===== src/rtl/dmem_arbiter_if.sv =====
// Bundle of the two requester ports and the shared RAM port of the data memory arbiter.
// No storage. All signals are plain wires.
// master = requesters plus the RAM model; slave = the arbiter.
interface dmem_arbiter_if;
  logic        m0_req_in;
  logic        m0_lock_in;
  logic [31:0] m0_addr_in;
  logic [31:0] m0_data_in;
  logic [3:0]  m0_we_in;
  logic        m0_gnt_out;
  logic        m0_rvalid_out;
  logic [31:0] m0_data_out;

  logic        m1_req_in;
  logic        m1_lock_in;
  logic [31:0] m1_addr_in;
  logic [31:0] m1_data_in;
  logic [3:0]  m1_we_in;
  logic        m1_gnt_out;
  logic        m1_rvalid_out;
  logic [31:0] m1_data_out;

  logic [31:0] ram_addr_out;
  logic [31:0] ram_data_out;
  logic [3:0]  ram_write_enable_out;
  logic [31:0] ram_data_in;

  modport master (
    output m0_req_in, m0_lock_in, m0_addr_in, m0_data_in, m0_we_in,
    input  m0_gnt_out, m0_rvalid_out, m0_data_out,
    output m1_req_in, m1_lock_in, m1_addr_in, m1_data_in, m1_we_in,
    input  m1_gnt_out, m1_rvalid_out, m1_data_out,
    input  ram_addr_out, ram_data_out, ram_write_enable_out,
    output ram_data_in
  );

  modport slave (
    input  m0_req_in, m0_lock_in, m0_addr_in, m0_data_in, m0_we_in,
    output m0_gnt_out, m0_rvalid_out, m0_data_out,
    input  m1_req_in, m1_lock_in, m1_addr_in, m1_data_in, m1_we_in,
    output m1_gnt_out, m1_rvalid_out, m1_data_out,
    output ram_addr_out, ram_data_out, ram_write_enable_out,
    input  ram_data_in
  );
endinterface


===== src/rtl/dmem_arbiter.sv =====
// Two-requester data memory arbiter: round-robin with bounded lock ownership, read-return routing.
// Grant and RAM address are combinational (zero added latency); read data returns RAM_LATENCY cycles later.
// A requester holds req and payload until granted; the lock is broken after MAX_LOCK contested grants.
module dmem_arbiter #(
  parameter int RAM_LATENCY = 2,
  parameter int MAX_LOCK    = 16
) (
  input logic           clk_in,
  input logic           rst_in,
  dmem_arbiter_if.slave bus
);

  localparam logic [7:0] MAX_LOCK_C = 8'(MAX_LOCK);

  typedef enum logic [1:0] {OWN_NONE, OWN_M0, OWN_M1} own_e;

  own_e       state_q, state_d;
  logic [7:0] lock_cnt, cnt_d;
  logic       rr_last;
  logic [1:0] req, lock, gnt;
  logic       brk, owner_m1, rd_acc;
  logic [3:0] we_g;

  logic [RAM_LATENCY-1:0] tag_vld, tag_id;
  logic [31:0]            data0_q, data1_q;
  logic                   rv0, rv1;

  assign req      = {bus.m1_req_in,  bus.m0_req_in};
  assign lock     = {bus.m1_lock_in, bus.m0_lock_in};
  assign owner_m1 = (state_q == OWN_M1);
  // A lock that has collected MAX_LOCK contested grants is ignored from this cycle on.
  assign brk      = (state_q != OWN_NONE) && (lock_cnt >= MAX_LOCK_C);

  // Ownership / lock counter / round-robin registers.
  always_ff @(posedge clk_in or negedge rst_in) begin
    if (!rst_in) begin
      state_q  <= OWN_NONE;
      lock_cnt <= 8'd0;
      rr_last  <= 1'b1;
    end else begin
      state_q  <= state_d;
      lock_cnt <= cnt_d;
      if (|gnt) rr_last <= gnt[1];
    end
  end

  // Grant selection and next ownership; a broken lock falls back to round-robin.
  always_comb begin
    gnt     = 2'b00;
    state_d = state_q;
    cnt_d   = lock_cnt;
    if (!rst_in) begin
      gnt = 2'b00;
    end else if (state_q != OWN_NONE && !brk) begin
      gnt = owner_m1 ? {req[1], 1'b0} : {1'b0, req[0]};
    end else if (&req) begin
      gnt = rr_last ? 2'b01 : 2'b10;
    end else begin
      gnt = req;
    end

    if (|gnt) begin
      if (gnt[1] ? lock[1] : lock[0]) begin
        state_d = gnt[1] ? OWN_M1 : OWN_M0;
        // Only grants made while the other side is waiting count toward the limit.
        if (state_q == state_d && !brk)
          cnt_d = lock_cnt + {7'd0, (gnt[1] ? req[0] : req[1])};
        else
          cnt_d = {7'd0, (gnt[1] ? req[0] : req[1])};
      end else begin
        state_d = OWN_NONE;
        cnt_d   = 8'd0;
      end
    end else if (state_q != OWN_NONE &&
                 (brk || (!req[owner_m1] && !lock[owner_m1]))) begin
      state_d = OWN_NONE;
      cnt_d   = 8'd0;
    end
  end

  assign bus.m0_gnt_out = gnt[0];
  assign bus.m1_gnt_out = gnt[1];

  assign bus.ram_addr_out = gnt[0] ? bus.m0_addr_in :
                            gnt[1] ? bus.m1_addr_in : 32'd0;
  assign bus.ram_data_out = gnt[0] ? bus.m0_data_in :
                            gnt[1] ? bus.m1_data_in : 32'd0;
  assign we_g             = gnt[0] ? bus.m0_we_in :
                            gnt[1] ? bus.m1_we_in : 4'd0;
  assign bus.ram_write_enable_out = we_g;
  assign rd_acc = (|gnt) && (we_g == 4'd0);

  // Read tag pipeline: one stage per cycle of RAM latency; reset drops in-flight reads.
  always_ff @(posedge clk_in or negedge rst_in) begin
    if (!rst_in) begin
      tag_vld <= '0;
      tag_id  <= '0;
    end else begin
      tag_vld[0] <= rd_acc;
      tag_id[0]  <= gnt[1];
      for (int i = 1; i < RAM_LATENCY; i++) begin
        tag_vld[i] <= tag_vld[i-1];
        tag_id[i]  <= tag_id[i-1];
      end
    end
  end

  assign rv0 = tag_vld[RAM_LATENCY-1] && !tag_id[RAM_LATENCY-1];
  assign rv1 = tag_vld[RAM_LATENCY-1] &&  tag_id[RAM_LATENCY-1];

  // Last returned read data per requester, held between returns.
  always_ff @(posedge clk_in or negedge rst_in) begin
    if (!rst_in) begin
      data0_q <= 32'd0;
      data1_q <= 32'd0;
    end else begin
      if (rv0) data0_q <= bus.ram_data_in;
      if (rv1) data1_q <= bus.ram_data_in;
    end
  end

  assign bus.m0_rvalid_out = rv0;
  assign bus.m1_rvalid_out = rv1;
  assign bus.m0_data_out   = rv0 ? bus.ram_data_in : data0_q;
  assign bus.m1_data_out   = rv1 ? bus.ram_data_in : data1_q;

endmodule


===== src/flat_wrapper.sv =====
// flat-port wrapper written by rule: the top's interface ports become plain ports
module dmem_arbiter_flat 
#(
  parameter int RAM_LATENCY = 2,
  parameter int MAX_LOCK    = 16
)
  (clk_in, rst_in, bus_m0_req_in, bus_m0_lock_in, bus_m0_addr_in, bus_m0_data_in, bus_m0_we_in, bus_m0_gnt_out, bus_m0_rvalid_out, bus_m0_data_out, bus_m1_req_in, bus_m1_lock_in, bus_m1_addr_in, bus_m1_data_in, bus_m1_we_in, bus_m1_gnt_out, bus_m1_rvalid_out, bus_m1_data_out, bus_ram_addr_out, bus_ram_data_out, bus_ram_write_enable_out, bus_ram_data_in);
  dmem_arbiter_if bus_i ();
  input logic clk_in;
  input logic rst_in;
  input wire logic [$bits(bus_i.m0_req_in)-1:0] bus_m0_req_in;
  input wire logic [$bits(bus_i.m0_lock_in)-1:0] bus_m0_lock_in;
  input wire logic [$bits(bus_i.m0_addr_in)-1:0] bus_m0_addr_in;
  input wire logic [$bits(bus_i.m0_data_in)-1:0] bus_m0_data_in;
  input wire logic [$bits(bus_i.m0_we_in)-1:0] bus_m0_we_in;
  output wire logic [$bits(bus_i.m0_gnt_out)-1:0] bus_m0_gnt_out;
  output wire logic [$bits(bus_i.m0_rvalid_out)-1:0] bus_m0_rvalid_out;
  output wire logic [$bits(bus_i.m0_data_out)-1:0] bus_m0_data_out;
  input wire logic [$bits(bus_i.m1_req_in)-1:0] bus_m1_req_in;
  input wire logic [$bits(bus_i.m1_lock_in)-1:0] bus_m1_lock_in;
  input wire logic [$bits(bus_i.m1_addr_in)-1:0] bus_m1_addr_in;
  input wire logic [$bits(bus_i.m1_data_in)-1:0] bus_m1_data_in;
  input wire logic [$bits(bus_i.m1_we_in)-1:0] bus_m1_we_in;
  output wire logic [$bits(bus_i.m1_gnt_out)-1:0] bus_m1_gnt_out;
  output wire logic [$bits(bus_i.m1_rvalid_out)-1:0] bus_m1_rvalid_out;
  output wire logic [$bits(bus_i.m1_data_out)-1:0] bus_m1_data_out;
  output wire logic [$bits(bus_i.ram_addr_out)-1:0] bus_ram_addr_out;
  output wire logic [$bits(bus_i.ram_data_out)-1:0] bus_ram_data_out;
  output wire logic [$bits(bus_i.ram_write_enable_out)-1:0] bus_ram_write_enable_out;
  input wire logic [$bits(bus_i.ram_data_in)-1:0] bus_ram_data_in;
  assign bus_i.m0_req_in = bus_m0_req_in;
  assign bus_i.m0_lock_in = bus_m0_lock_in;
  assign bus_i.m0_addr_in = bus_m0_addr_in;
  assign bus_i.m0_data_in = bus_m0_data_in;
  assign bus_i.m0_we_in = bus_m0_we_in;
  assign bus_m0_gnt_out = bus_i.m0_gnt_out;
  assign bus_m0_rvalid_out = bus_i.m0_rvalid_out;
  assign bus_m0_data_out = bus_i.m0_data_out;
  assign bus_i.m1_req_in = bus_m1_req_in;
  assign bus_i.m1_lock_in = bus_m1_lock_in;
  assign bus_i.m1_addr_in = bus_m1_addr_in;
  assign bus_i.m1_data_in = bus_m1_data_in;
  assign bus_i.m1_we_in = bus_m1_we_in;
  assign bus_m1_gnt_out = bus_i.m1_gnt_out;
  assign bus_m1_rvalid_out = bus_i.m1_rvalid_out;
  assign bus_m1_data_out = bus_i.m1_data_out;
  assign bus_ram_addr_out = bus_i.ram_addr_out;
  assign bus_ram_data_out = bus_i.ram_data_out;
  assign bus_ram_write_enable_out = bus_i.ram_write_enable_out;
  assign bus_i.ram_data_in = bus_ram_data_in;
  dmem_arbiter #(.RAM_LATENCY(RAM_LATENCY), .MAX_LOCK(MAX_LOCK)) u_core (.clk_in(clk_in), .rst_in(rst_in), .bus(bus_i));
endmodule

===== config.mk =====
export PLATFORM = sky130hd
export DESIGN_NAME = dmem_arbiter_flat
export DESIGN_NICKNAME = d
export VERILOG_FILES = /design/src/rtl/dmem_arbiter_if.sv /design/src/rtl/dmem_arbiter.sv /design/src/flat_wrapper.sv
export SDC_FILE = /design/constraint.sdc
export NUM_CORES = 1
export LEC_CHECK = 0
export ABC_AREA = 1
export ABC_CLOCK_PERIOD_IN_PS = 1820
export CORE_MARGIN = 2
export CORE_UTILIZATION = 30
export CTS_CLUSTER_DIAMETER = 30
export DETAILED_ROUTE_END_ITERATION = 10
export PLACE_DENSITY = 0.8
export SLEW_MARGIN = 20
export SYNTH_ARGS = -nofsm -noshare
export SYNTH_HDL_FRONTEND = slang
export SYNTH_SLANG_ARGS = --single-unit

===== constraint.sdc =====
create_clock -name clk_in -period 1.82 [get_ports clk_in]
set_input_delay 0.546 -clock clk_in [delete_from_list [all_inputs] [get_ports clk_in]]
set_output_delay 0.546 -clock clk_in [all_outputs]
set_load 0.05 [all_outputs]

==> run metrics, run 1 <==
sequential-to-total area share from yosys stat=roughly 50%; Avg Cell Area, Syn=8.85 um^2; Post-DP HPWL=around 17,000 um; largest net degree at the start of global routing=80; worst-case clock buffer depth=2; Top FF cell, synth=dfrtp_1; Synth Register Bits=79; Worst Endpoint after GRT Repair=bus_ram_addr_out[31]; YS warnings=0; Cells after Synth=between 400 and 500; H-tree Lvls=3; Die H=roughly 120 um; antenna violations before repair=3; Overall Global Routing Usage=around three quarters; Row Count=42; outcome=stopped before the end; Failed at=global routing (5_1_grt); Remaining Overflow, GRT=around 70; synth unique cells=24; Hold-fix buffers, CTS=0; Mapped Nets=625; number of synthesized flops with an enable pin=0; CTS sink cnt=79; post-synthesis async set-or-reset flop share=100%; CTS root buffer=clkbuf_16; stop err=[ERROR GRT-0232] Routing congestion too high. Check the congestion heatmap in the GUI.; port buffer count=309; Ports=310; TritonCTS buffer count=9; starting density of the core=30.4%; routability congestion estimate=between 0.8 and 0.9; mapped cell area=a little under 4000 um^2; die width=about 120 um; worst ep type=top-level output
==> synthesized netlist by cell type, types with 3 or more instances <==
master | count | area, um^2
nor2_2 | 5 | 31.3
inv_2 | 3 | 11.3
buf_2 | 3 | 15.0
a22o_1 | 64 | 561
o21ai_0 | 69 | 345
nand2_1 | 100 | 375
dfrtp_1 | 78 | 1950
nand2_2 | 4 | 25.0
buf_6 | 11 | 124
inv_1 | 60 | 225
nand3_1 | 11 | 55.1
clkbuf_1 | 13 | 48.8
nor2_1 | 13 | 48.8
==> metrics by stage <==
stage	util, %	instance area [um^2]	setup TNS (ps)	setup slack (ps)	std cells
global placement	80.0	10500	-82580	-960	986
detailed placement	80.0	10500	-86040	-987	986
CTS	92.4	12100	-66650	-615	1065
floorplan	-	5380	-16400	-210	449
==> cell families after synthesis <==
family / count (synthesis) / synth area share (%)
xor gates and xnor gates: 1 / 0.220
buffers and inverters: 91 / 10.8
DFF: 79 / 49.8
and+or+nand+nor: 141 / 15.5
AOI/OAI and AO/OA: 135 / 23.1
adders and majority gates: 2 / 0.629
==> layer usage <==
metal	GRT overflow	track usage (%)
met1	0	70.9
met2	36	95.3
met3	0	55.7
met4	33	85.5
met5	0	14.3
==> what timing repair did <==
item,in CTS
pin swaps,23
endpoints found under the setup margin,146
gates cloned,14
resized for setup,134
buffers inserted,50
==> run 2, diff against run 1 <==
- ABC_CLOCK_PERIOD_IN_PS: 1820 -> 2370
- CORE_AREA: unset -> 2 2 122 124
- CORE_MARGIN: 2 -> unset
- CORE_UTILIZATION: 30 -> unset
- CTS_CLUSTER_DIAMETER: 30 -> unset
- DIE_AREA: unset -> 0 0 124 126
- PLACE_DENSITY: 0.8 -> unset
- PLACE_DENSITY_LB_ADDON: unset -> 0.15
- clock period: 1.82 -> 2.37 ns (I/O delays scaled with it)
==> run 2 against run 1 <==
Against the previous run: the flow now finishes, with violations (setup timing); synthesized cell count is the same; synthesized area unchanged.
==> run metrics, run 2 <==
clock transition at the registers of the reported paths=around 60 ps; Die H=126 um; Overall Global Routing Usage=between 20% and 30%; Remaining Overflow, GRT=0; final period utilization=115%; Row Count=44; Final Slew Violations=0; Final Setup Violations=just under 100; Post-synth top cells=nand2_1 (100), dfrtp_1 (78), o21ai_0 (69); kind of start point of the critical path=input pin; fmax=approximately 370 MHz; routability congestion estimate=1.01; CP Capture Type=output pin; Via density=4.91; switching share of power=roughly 46%; static leakage=between 5 and 6 nW; largest net degree at the start of global routing=80; HP Class=reg -> reg; met1 Use GR=approximately 34%; busiest grt layer=met2; port buffer count=about 310; unrepaired setup endpoints after global routing=yes; placement-stage cell area=roughly 9700 um^2; CTS root buffer=clkbuf_16; Fin Hold WS=around 340 ps; synth unique cells=24; failing checks=setup timing; GR Layer Usage met3=10.6%; Gate power share=between 70% and 80%; Post-DP HPWL=approximately 16,000 um; Avg Cell Area, Syn=between 8 and 9 um^2; number of synthesized flops with an enable pin=0; DIE AREA=15,600 um^2; Storage cell area=1980 um^2; crit-path max FO=11; Top FF cell, synth=dfrtp_1; Mapped Nets=about 630; max cap viols=0; fin crit period=about 2700 ps; cell taking the most area after synthesis=dfrtp_1; NetSw=0.00844 W; 1st-pass router iterations=4; antenna violations before repair=5; worst-case clock buffer depth=2; fillcell total=839; TritonCTS buffer count=9; Multi-input gate area=roughly 2900 um^2; part of the power in the clock network=approximately 7.6%; most frequent cells in the layout=clkdlybuf4s50_1 (163), buf_12 (144), dfrtp_1 (78); final worst-path setup slack=-345 ps; vias in the first global route=between 5k and 6k; first-pass GRT wire length=33,500 um; via count=approximately 5.1k; Skew-Pair Late Insertion Delay=~330 ps; starting density of the core=~28%; post-synthesis async set-or-reset flop share=100%; commonest non-fill, non-tap cell in the layout=clkdlybuf4s50_1; post-route cell area=around 11,000 um^2; dpl ws=-775 ps; Cells after Synth=about 450; slew margin rel.=52.8%; P_int=0.00976 W; largest registers=u_core.data0_q (32), u_core.data1_q (32), u_core.lock_cnt (8); Area growth syn-to-layout=186%; Synth Register Bits=79; outcome=finished with violations; ANT nets after route=0; Routed wire per std cell=23.4 um; Clock Skew=between 6 and 7 ps; Worst Tran Pin Value=about 710 ps; initial DRC count=~250; TritonCTS clock tree=yes; Ports=a little over 300; H-tree Lvls=3; share of layout cells above drive strength 1=a little over half; sequential-to-total area share from yosys stat=between 40% and 50%; YS warnings=0; mapped cell area=3980 um^2; post-synth top area share=between 40% and 50%; CP Class=in -> out; critical path arrival=approximately 2000 ps; routed wire length=roughly 24,000 um; Sequential Power Share=roughly 13%; CTS sink cnt=79; final hold viol count=0; PwrDens=about 1600 nW/um^2; die width=~120 um; Remaining DRCs=0; Post-layout nets=about 1.0k; VDD IR max=approximately 0.7 mV; core region area=~14,000 um^2; GRT met2 Usage=51.2%; most numerous cell in the Yosys netlist=nand2_1; top cells by area, synth=dfrtp_1 (49%), a22o_1 (14%), nand2_1 (9.4%); Data required, critical path=between 1500 and 2000 ps
[run 2: metrics by stage]
step	utilization, %	total power [W]	TNS [ps]	instances
final	79.4	0.0182	-22490	1040
after global placement	67.4	0.0144	-55280	960
after global routing	79.4	0.0188	-28520	1040
after floorplan	-	0.00841	-9560	449
after detailed placement	67.4	0.0146	-55590	960
after CTS	76.7	0.0176	-21960	1016
[run 2: worst max-delay path, cell delays in order]
cell      delay [ps]
clkbuf_4         140
buf_4            120
inv_1             40
nor2_2            90
nand2_2           80
nand2_4          140
inv_8             80
buf_12           160
a22o_2           270
buf_12           150
[run 2: area by class of cell]
| type | instances | area share, % |
|---|---|---|
| flip-flops and latches | 79 | 17.4 |
| repair buffers | 413 | 50.3 |
| well taps | 184 | 2.03 |
| clock buffers | 13 | 2.20 |
| clock inverters | 3 | 0.385 |
| inverters | 64 | 2.33 |
| diodes | 4 | 0.0881 |
| multi-input cells | 279 | 25.2 |
| repair inverters | 1 | 0.0771 |
[run 2: worst paths after layout]
check	slack (ps)	to	cells past startpoint	startpoint
min in group asynchronous	470	u_core.rr_last$_DFFE_PN1P_	2	rst_in
worst min register to register	340	u_core.tag_id[1]$_DFF_PN0_	0	u_core.tag_id[0]$_DFF_PN0_
worst min-delay path	340	u_core.tag_id[1]$_DFF_PN0_	0	u_core.tag_id[0]$_DFF_PN0_
worst max register to register	-120	u_core.lock_cnt[4]$_DFFE_PN0P_	15	u_core.lock_cnt[5]$_DFFE_PN0P_
max in group asynchronous	1300	u_core.data0_q[21]$_DFF_PN0_	2	rst_in
worst max-delay path	-350	bus_ram_data_out[2]	10	bus_m1_req_in
[run 2: what timing repair did]
action,CTS,global route
buffers inserted,25,20
endpoints found under the setup margin,134,135
pin swaps,23,39
hold buffers,0,0
gates resized for setup,132,64
cloned,15,4
[run 2: routing by layer]
| layer | wire length, um | share of wire (%) | vias to the layer above |
|---|---|---|---|
| met5 | 13 | 0.053 | - |
| met4 | 609 | 2.5 | 2 |
| met3 | 1990 | 8.2 | 38 |
| met2 | 12700 | 52 | 247 |
| met1 | 9020 | 37 | 2515 |
| li1 | - | - | 2304 |
[run 2: logic make-up after synthesis]
group / count (synthesis) / synth area share, %
and+or+nand+nor: 141 / 15.5
DFF: 79 / 49.8
AOI/OAI and AO/OA: 135 / 23.1
buffers and inverters: 91 / 10.8
xor gates and xnor gates: 1 / 0.220
adders and majority gates: 2 / 0.629
[run 2: power by group through the flow]
stage          combinational, W  sequential [W]  clock, W
2_1_floorplan           0.00629         0.00212         0
3_3_place_gp             0.0123         0.00214         0
3_5_place_dp             0.0124         0.00217         0
4_1_cts                  0.0140         0.00223   0.00139
5_1_grt                  0.0150         0.00232   0.00147
6_report                 0.0145         0.00228   0.00138
Note: power is estimated with default switching activity, not from simulation.
==> run 3, diff against run 2 <==
- CTS_CLUSTER_SIZE: unset -> 8
- GPL_TIMING_DRIVEN: unset -> 0
==> run 3 against run 2 <==
Against the previous run: critical path depth unchanged; largest cell class unchanged; non-clock buffer count down 47; critical path type is now reg -> out; utilization down 15 points; the run still ends with setup timing left; largest power group unchanged.
==> run metrics, run 3 (same netlist as run 2, synthesis figures left out) <==
worst r2r dst=u_core.lock_cnt[6]$_DFFE_PN0P_; final hold viol count=0; final design utilization=around two thirds; flop-to-flop setup slack=-360 ps; Row Count=44; Routed wire per std cell=around 20 um; PwrDens=~1500 nW/um^2; fmax=360 MHz; Clock Skew=roughly 4.4 ps; H-tree Lvls=3; vias in the first global route=a little under 5k; fillcell total=around 1.2k; crit-path max FO=11; Ports=310; Overall Global Routing Usage=about a quarter; Remaining DRCs=0; clock transition at the registers of the reported paths=50 ps; VDD IR max=just under 0.6 mV; TritonCTS buffer count=9; Fin Hold WS=between 150 and 200 ps; fin crit period=roughly 2800 ps; Worst Tran Pin Value=498 ps; final period utilization=117%; r2r startpoint=u_core.lock_cnt[4]$_DFFE_PN0P_; Via density=4.74; largest registers=u_core.data0_q (32), u_core.data1_q (32), u_core.lock_cnt (8); antenna violations before repair=1; first-pass GRT wire length=between 20,000 and 30,000 um; Multi-input gate area=between 2000 and 3000 um^2; Post-layout nets=976; Remaining Overflow, GRT=0; Area growth syn-to-layout=133%; CTS root buffer=clkbuf_16; placement-stage cell area=between 8000 and 9000 um^2; initial DRC count=between 150 and 200; via count=between 4k and 5k; commonest non-fill, non-tap cell in the layout=clkdlybuf4s50_1; Final Setup Violations=between 80 and 90; die width=about 120 um; HP Class=in -> async; outcome=finished with violations; Storage cell area=just under 2000 um^2; CTS sink cnt=roughly 80; max cap viols=0; routed wire length=20,000 um; reg2reg path depth=18; DIE AREA=between 15,000 and 20,000 um^2; port buffer count=about 310; slew margin rel.=roughly 67%; Final Slew Violations=0; setup_tns=-26,780 ps; routability congestion estimate=0.996; TritonCTS clock tree=yes; met1 Use GR=29.7%; failing checks=setup timing; largest net degree at the start of global routing=29; Skew-Pair Late Insertion Delay=approximately 330 ps; CP Class=reg -> out; unrepaired setup endpoints after global routing=yes; 1st-pass router iterations=4; worst-case clock buffer depth=2; GRT met2 Usage=42.9%; kind of start point of the critical path=flop; CP Capture Type=output pin; core region area=14,300 um^2; final worst-path setup slack=-406 ps; starting density of the core=about 28%; most frequent cells in the layout=clkdlybuf4s50_1 (170), buf_6 (112), nand2_1 (96); Hold-fix buffers, CTS=0; ANT nets after route=0; critical path arrival=between 2000 and 2500 ps; Die H=126 um; Data required, critical path=roughly 1700 ps; static leakage=4.51 nW; GR Layer Usage met3=under 10%; Post-DP HPWL=between 15,000 and 20,000 um; post-route cell area=between 9000 and 10,000 um^2; share of layout cells above drive strength 1=a little under half; busiest grt layer=met2
## run 3: per-stage QoR
| step | total power (W) | cells | setup WS (ps) |
|---|---|---|---|
| 2_1_floorplan | 0.00841 | 449 | -276 |
| 3_3_place_gp | 0.0113 | 942 | -4390 |
| 3_5_place_dp | 0.0114 | 943 | -1620 |
| 4_1_cts | 0.0130 | 978 | -393 |
| 5_1_grt | 0.0144 | 988 | -481 |
| 6_report | 0.0139 | 988 | -406 |
## run 3: layer usage
metal | vias to the layer above | routed length (um) | part of all wire [%]
met1 | 2252 | 7950 | 40
met4 | 0 | 512 | 2.6
met5 | - | 0 | 0
li1 | 2215 | - | -
met2 | 188 | 10200 | 51
met3 | 24 | 1350 | 6.7
## run 3: final cells by class
type / count / area share [%]
inverters: 64 / 2.73
repair buffers: 339 / 39.2
multi-input cells: 280 / 27.4
plain buffers: 27 / 3.81
clock buffers: 13 / 2.70
well taps: 184 / 2.49
flip-flops and latches: 79 / 21.4
clock inverters: 1 / 0.324
diodes: 1 / 0.0270
## run 3: how the worst max path moves through the flow
stage | startpoint | endpoint | slack [ps]
2_1_floorplan | u_core.tag_id[1]$_DFF_PN0_ | bus_m1_data_out[0] | -280
5_1_grt | u_core.lock_cnt[6]$_DFFE_PN0P_ | bus_ram_addr_out[4] | -480
4_1_cts | u_core.lock_cnt[5]$_DFFE_PN0P_ | bus_ram_addr_out[4] | -390
3_3_place_gp | rst_in | bus_ram_data_out[11] | -4390
6_report | u_core.lock_cnt[4]$_DFFE_PN0P_ | bus_ram_data_out[28] | -410
3_5_place_dp | bus_m1_req_in | bus_ram_data_out[11] | -1620
## run 3: repair_timing
action	in CTS	in global routing
cloned	2	4
setup endpoints to repair	141	139
buffers inserted	19	5
resized for setup	797	357
pin swaps	5	17
## run 3: worst max-delay path: stages, from the launching register on
cell	delay, ps
dfrtp_1	410
nor2_4	190
nand2_2	110
nor2_4	120
nor2_4	60
nand2_4	80
inv_4	50
buf_12	140
buf_12	150
a22o_4	260
buf_6	150
## run 3: where the power goes
group | total, W | internal [W] | switching [W]
logic | 0.0104 | 0.00387 | 0.00654
clock network | 0.00133 | 0.000834 | 0.000500
registers | 0.00215 | 0.00196 | 0.000186
==> run 4, diff against run 3 <==
- CTS_CLUSTER_SIZE: 8 -> 28
==> results of run 4 <==
No change in the layout: final DEF, timing and power equal those of run 3.
